<file path="config.mk">
export PLATFORM = sky130hd
export DESIGN_NAME = full_subtractor_by8
export DESIGN_NICKNAME = d
export VERILOG_FILES = /design/src/rtl/fs_pkg.sv /design/src/rtl/full_subtractor_bit.sv /design/src/rtl/full_subtractor_by8.sv
export SDC_FILE = /design/constraint.sdc
export NUM_CORES = 1
export LEC_CHECK = 0
export CAP_MARGIN = 20
export CORE_UTILIZATION = 38
export DETAILED_ROUTE_END_ITERATION = 16
export GPL_TIMING_DRIVEN = 0
export PLACE_DENSITY = 0.88
export SETUP_SLACK_MARGIN = 0.5
export SYNTH_ARGS = -nofsm -noshare
export SYNTH_HDL_FRONTEND = slang
export SYNTH_HIERARCHICAL = 1
export SYNTH_SLANG_ARGS = --single-unit
</file>
<file path="constraint.sdc">
create_clock -name clk -period 5.5 [get_ports clk]
set_input_delay 0.825 -clock clk [delete_from_list [all_inputs] [get_ports clk]]
set_output_delay 0.825 -clock clk [all_outputs]
set_load 0.05 [all_outputs]
</file>
<file path="src/rtl/fs_pkg.sv">
// Shared constants and reference arithmetic for the ripple-borrow subtractor.
package fs_pkg;

  localparam int unsigned FS_DEFAULT_WIDTH = 8;
  // Widest operand fs_ref can model.
  localparam int unsigned FS_MAX_WIDTH = 32;

  // Returns {borrow, diff}: diff = a - b - bin mod 2^width, borrow = (a < b + bin).
  // The diff field is FS_MAX_WIDTH bits wide, with bits at and above width forced to zero.
  function automatic logic [FS_MAX_WIDTH:0] fs_ref(input logic [FS_MAX_WIDTH-1:0] a,
                                                   input logic [FS_MAX_WIDTH-1:0] b,
                                                   input logic                    bin,
                                                   input int unsigned             width);
    logic [FS_MAX_WIDTH:0] mask;
    logic [FS_MAX_WIDTH:0] full;
    mask = ({{FS_MAX_WIDTH{1'b0}}, 1'b1} << width) - 1'b1;
    full = ({1'b0, a} & mask) - ({1'b0, b} & mask) - {{FS_MAX_WIDTH{1'b0}}, bin};
    // A negative result sign-extends, so bit [width] is the borrow-out.
    return {full[width], full[FS_MAX_WIDTH-1:0] & mask[FS_MAX_WIDTH-1:0]};
  endfunction

endpackage

</file>
<file path="src/rtl/full_subtractor_bit.sv">
// One-bit combinational full subtractor: d = a - b - bin, bout is the borrow-out.
module full_subtractor_bit (
  input  logic a,
  input  logic b,
  input  logic bin,
  output logic d,
  output logic bout
);

  // Difference and borrow generation for a single bit position.
  always_comb begin
    d    = a ^ b ^ bin;
    bout = (~a & b) | (~(a ^ b) & bin);
  end

endmodule

</file>
<file path="src/rtl/full_subtractor_by8.sv">
// Registered ripple-borrow subtractor: {B, D} = a - b - Bin, one cycle of latency.
module full_subtractor_by8
  import fs_pkg::*;
#(
  parameter int unsigned WIDTH = FS_DEFAULT_WIDTH
) (
  input  logic             clk,
  input  logic             rst,
  input  logic             in_valid,
  input  logic [WIDTH-1:0] a,
  input  logic [WIDTH-1:0] b,
  input  logic             Bin,
  output logic             out_valid,
  output logic [WIDTH-1:0] D,
  output logic             B
);

  // c[i] is the borrow into bit i; c[WIDTH] is the borrow out of the MSB.
  logic [WIDTH:0]   c;
  logic [WIDTH-1:0] diff;

  assign c[0] = Bin;

  for (genvar i = 0; i < WIDTH; i++) begin : g_bit
    full_subtractor_bit u_bit (
      .a    (a[i]),
      .b    (b[i]),
      .bin  (c[i]),
      .d    (diff[i]),
      .bout (c[i+1])
    );
  end

  logic [WIDTH-1:0] d_q, d_d;
  logic             b_q, b_d;
  logic             valid_q, valid_d;

  // Capture the chain result only on accepted operands; otherwise hold.
  always_comb begin
    d_d     = d_q;
    b_d     = b_q;
    valid_d = in_valid;
    if (in_valid) begin
      d_d = diff;
      b_d = c[WIDTH];
    end
  end

  // Result register with synchronous reset taking priority over in_valid.
  always_ff @(posedge clk) begin
    if (rst) begin
      d_q     <= '0;
      b_q     <= 1'b0;
      valid_q <= 1'b0;
    end else begin
      d_q     <= d_d;
      b_q     <= b_d;
      valid_q <= valid_d;
    end
  end

  assign D         = d_q;
  assign B         = b_q;
  assign out_valid = valid_q;

endmodule

</file>
==> flow_summary.toml <==
[final_layout]
diodes = 0
area_growth_pct = 57.0
final_cell_count_no_fill = 109
final_nets = 123
fillCellCount = 111
drive_gt1_frac = 0.160

[global_routing]
grt_pass1_wl_um = 1860
grt_start_max_net_pins = 11
met2_usage = 0.259
antenna_found_initial = 0
grtUsageTotal = 0.140
grt_use_met3 = 0.0304
top_usage_layer = "met2"
grtUsageMet1 = 0.142
grt_pass1_vias = 483
grt-ovfl-total = 0

[timing]
hold_violations = 0
max_freq_mhz = 207
tightest_slew_ps = 504
period_needed_ps = 4840
setup_viol = 0
period_share = 0.880
worst_clock_skew_ps = 0
maxSlewViolCount = 0
rsz0062_at_grt = "false"
tns_ps = 0
relSlewSlack = 0.663

[detailed_routing]
drt-total-wl_um = 1090
drtPass1Iterations = 2
drt_iter0_drc = 3
postRouteAntennaNets = 0
wl_per_cell_um = 10.0
num_vias = 466
drc = 0
vias_per_cell = 4.28

[critical_path]
arrival_ps = 4990
crit_start = "b[0]"
rrSetupSlack_ps = 4880
reg2regPathDepth = 2
r2r-start = "D[2]"
required_ps = 5650
crit_path_max_fanout = 1
crit_type = "primary input to register"
crit_path_end = "D[7]"
r2r_end = "D[2]"
crit_path_start_kind = "primary input"
endpoint_kind = "register"

[placement]
portBuffers = 27
dp_cells = 105
gp_congestion = 0.663
dp_hpwl_um = 820

[clock_network]
cts_hold_buf = 0
clkSinkCount = 10
clk_pin_slew_ps = 70
htree_num_levels = 1
postCtsSetupBuffers = 0
clk_latency_ps = 260
cts_tree = "done"
clock_path_buffers = 2
cts-buffers-inserted = 3
root_buffer = "clkbuf_4"

[pwr]
p_int_uw = 158
power.density_nw_per_um2 = 253
ir_worst_vdd_mv = 0.136
p_sw_frac = 0.334
p_seq_frac = 0.351
p_leak_nw = 0.466
pwr-share-comb = 0.364
total_power_uw = 237
p_switching_uw = 79.2
clkPwrFrac = 0.284

[floorplan]
fp.dieW_um = 41.6
io_pins = 30
initial_core_util = 0.432
core_area_um2 = 1380
fp.dieArea_um2 = 1730
die_h_um = 41.6
rows = 13

[synthesis]
yosysTopAreaCell = "dfxtp_1"
mappedNetlistNets = 91
yosys_warnings = 6
netlist_top_cells_area = "dfxtp_1, fa_1, mux2i_1"
netlist.area_leader.share = 0.335
synth.distinct_cells = 8
syn-mean-instance-area_um2 = 9.47
ys_ff_latch = 10
ys_seq_area_frac = 0.335
syn_inst = 63
syn-cell-area_um2 = 597

[outcome]
outcome = "finished clean"

[job]
drv_cap = 0

[min_path]
min_path_type = "register to register"
-- stage by stage --
step	hold WS [ps]	cell area, um2	setup WS (ps)	util
floorplan	737	597	881	-
global placement	471	886	289	0.641
detailed placement	483	886	197	0.641
CTS	500	925	516	0.669
global route	525	937	505	0.678
finish	492	937	661	0.678
-- flip-flops by register name (all words and copies together) (netlist names) --
signal / cells
D: 8
B: 1
out_valid: 1
-- cell usage in the layout, fill, tap and decap left out, drive strengths merged --
master | synthesis | routed
fa | 8 | 8
inv | 24 | 24
clkbuf | 1 | 5
clkdlybuf4s50 | 0 | 27
nor2 | 9 | 9
nor2b | 1 | 1
mux2i | 9 | 9
buf | 1 | 1
dfxtp | 10 | 10
-- critical path: stages --
cell and delay, ps:
clkdlybuf4s50_1 450, inv_1 50, fa_2 340, inv_1 50, inv_1 40, fa_1 340
inv_1 60, inv_1 50, fa_2 330, inv_1 60, inv_1 50, fa_2 350
inv_2 50, inv_1 40, fa_2 320, inv_1 50, inv_1 50, fa_2 350
inv_2 60, inv_2 30, fa_2 340, inv_1 60, inv_1 40, fa_1 420
mux2i_1 140, nor2_1 50
-- routing by layer --
| layer | share of wire | vias up |
|---|---|---|
| met1 | 0.39 | 215 |
| li1 | - | 234 |
| met5 | 0 | - |
| met4 | 0.0037 | 0 |
| met3 | 0.051 | 2 |
| met2 | 0.56 | 15 |
-- worst min-delay path by stage --
stage	from	endpoint	slack (ps)	cells past startpoint
floorplan	B	B	740	2
global placement	D[4]	D[4]	470	2
detailed placement	D[0]	D[0]	480	2
CTS	D[0]	D[0]	500	2
global route	D[6]	D[6]	520	2
finish	D[0]	D[0]	490	2
-- layout make-up --
| type | instances | area [um2] | share of cell area |
|---|---|---|---|
| timing repair buffer | 27 | 270 | 0.288 |
| inverter | 24 | 90.1 | 0.0961 |
| multi-input combinational | 27 | 305 | 0.326 |
| clock buffer | 4 | 36.3 | 0.0387 |
| tap | 15 | 18.8 | 0.0200 |
| sequential | 10 | 200 | 0.214 |
| buffer | 2 | 16.3 | 0.0174 |
-- synth_stat cells --
library cell  instances
nor2_1                9
mux2i_1               9
inv_1                24
buf_6                 1
nor2b_1               1
fa_1                  8
dfxtp_1              10
clkbuf_2              1
-- what timing repair did --
item | in CTS | in global routing
pin swaps | 0 | 3
endpoints found under the setup margin | 1 | 2
resized for setup | 1 | 8
-- cell families (layout without fill, tap and decap cells) --
kind of cell / Yosys count / after routing / synth area share
flip-flops: 10 / 10 / 0.335
multiplexers: 9 / 9 / 0.151
adder cells (fa/ha/maj): 8 / 8 / 0.268
buffers and inverters: 26 / 57 / 0.178
AND/OR/NAND/NOR: 10 / 10 / 0.0671
-- power groups by stage --
stage | registers [mW] | clock network [mW] | logic, mW
detailed placement | 0.0850 | 0 | 0.0838
floorplan | 0.110 | 0 | 0.0264
CTS | 0.0834 | 0.0701 | 0.0845
global route | 0.0841 | 0.0743 | 0.0929
finish | 0.0833 | 0.0674 | 0.0863
global placement | 0.0845 | 0 | 0.0823
Note: power is estimated with default switching activity, not from simulation.
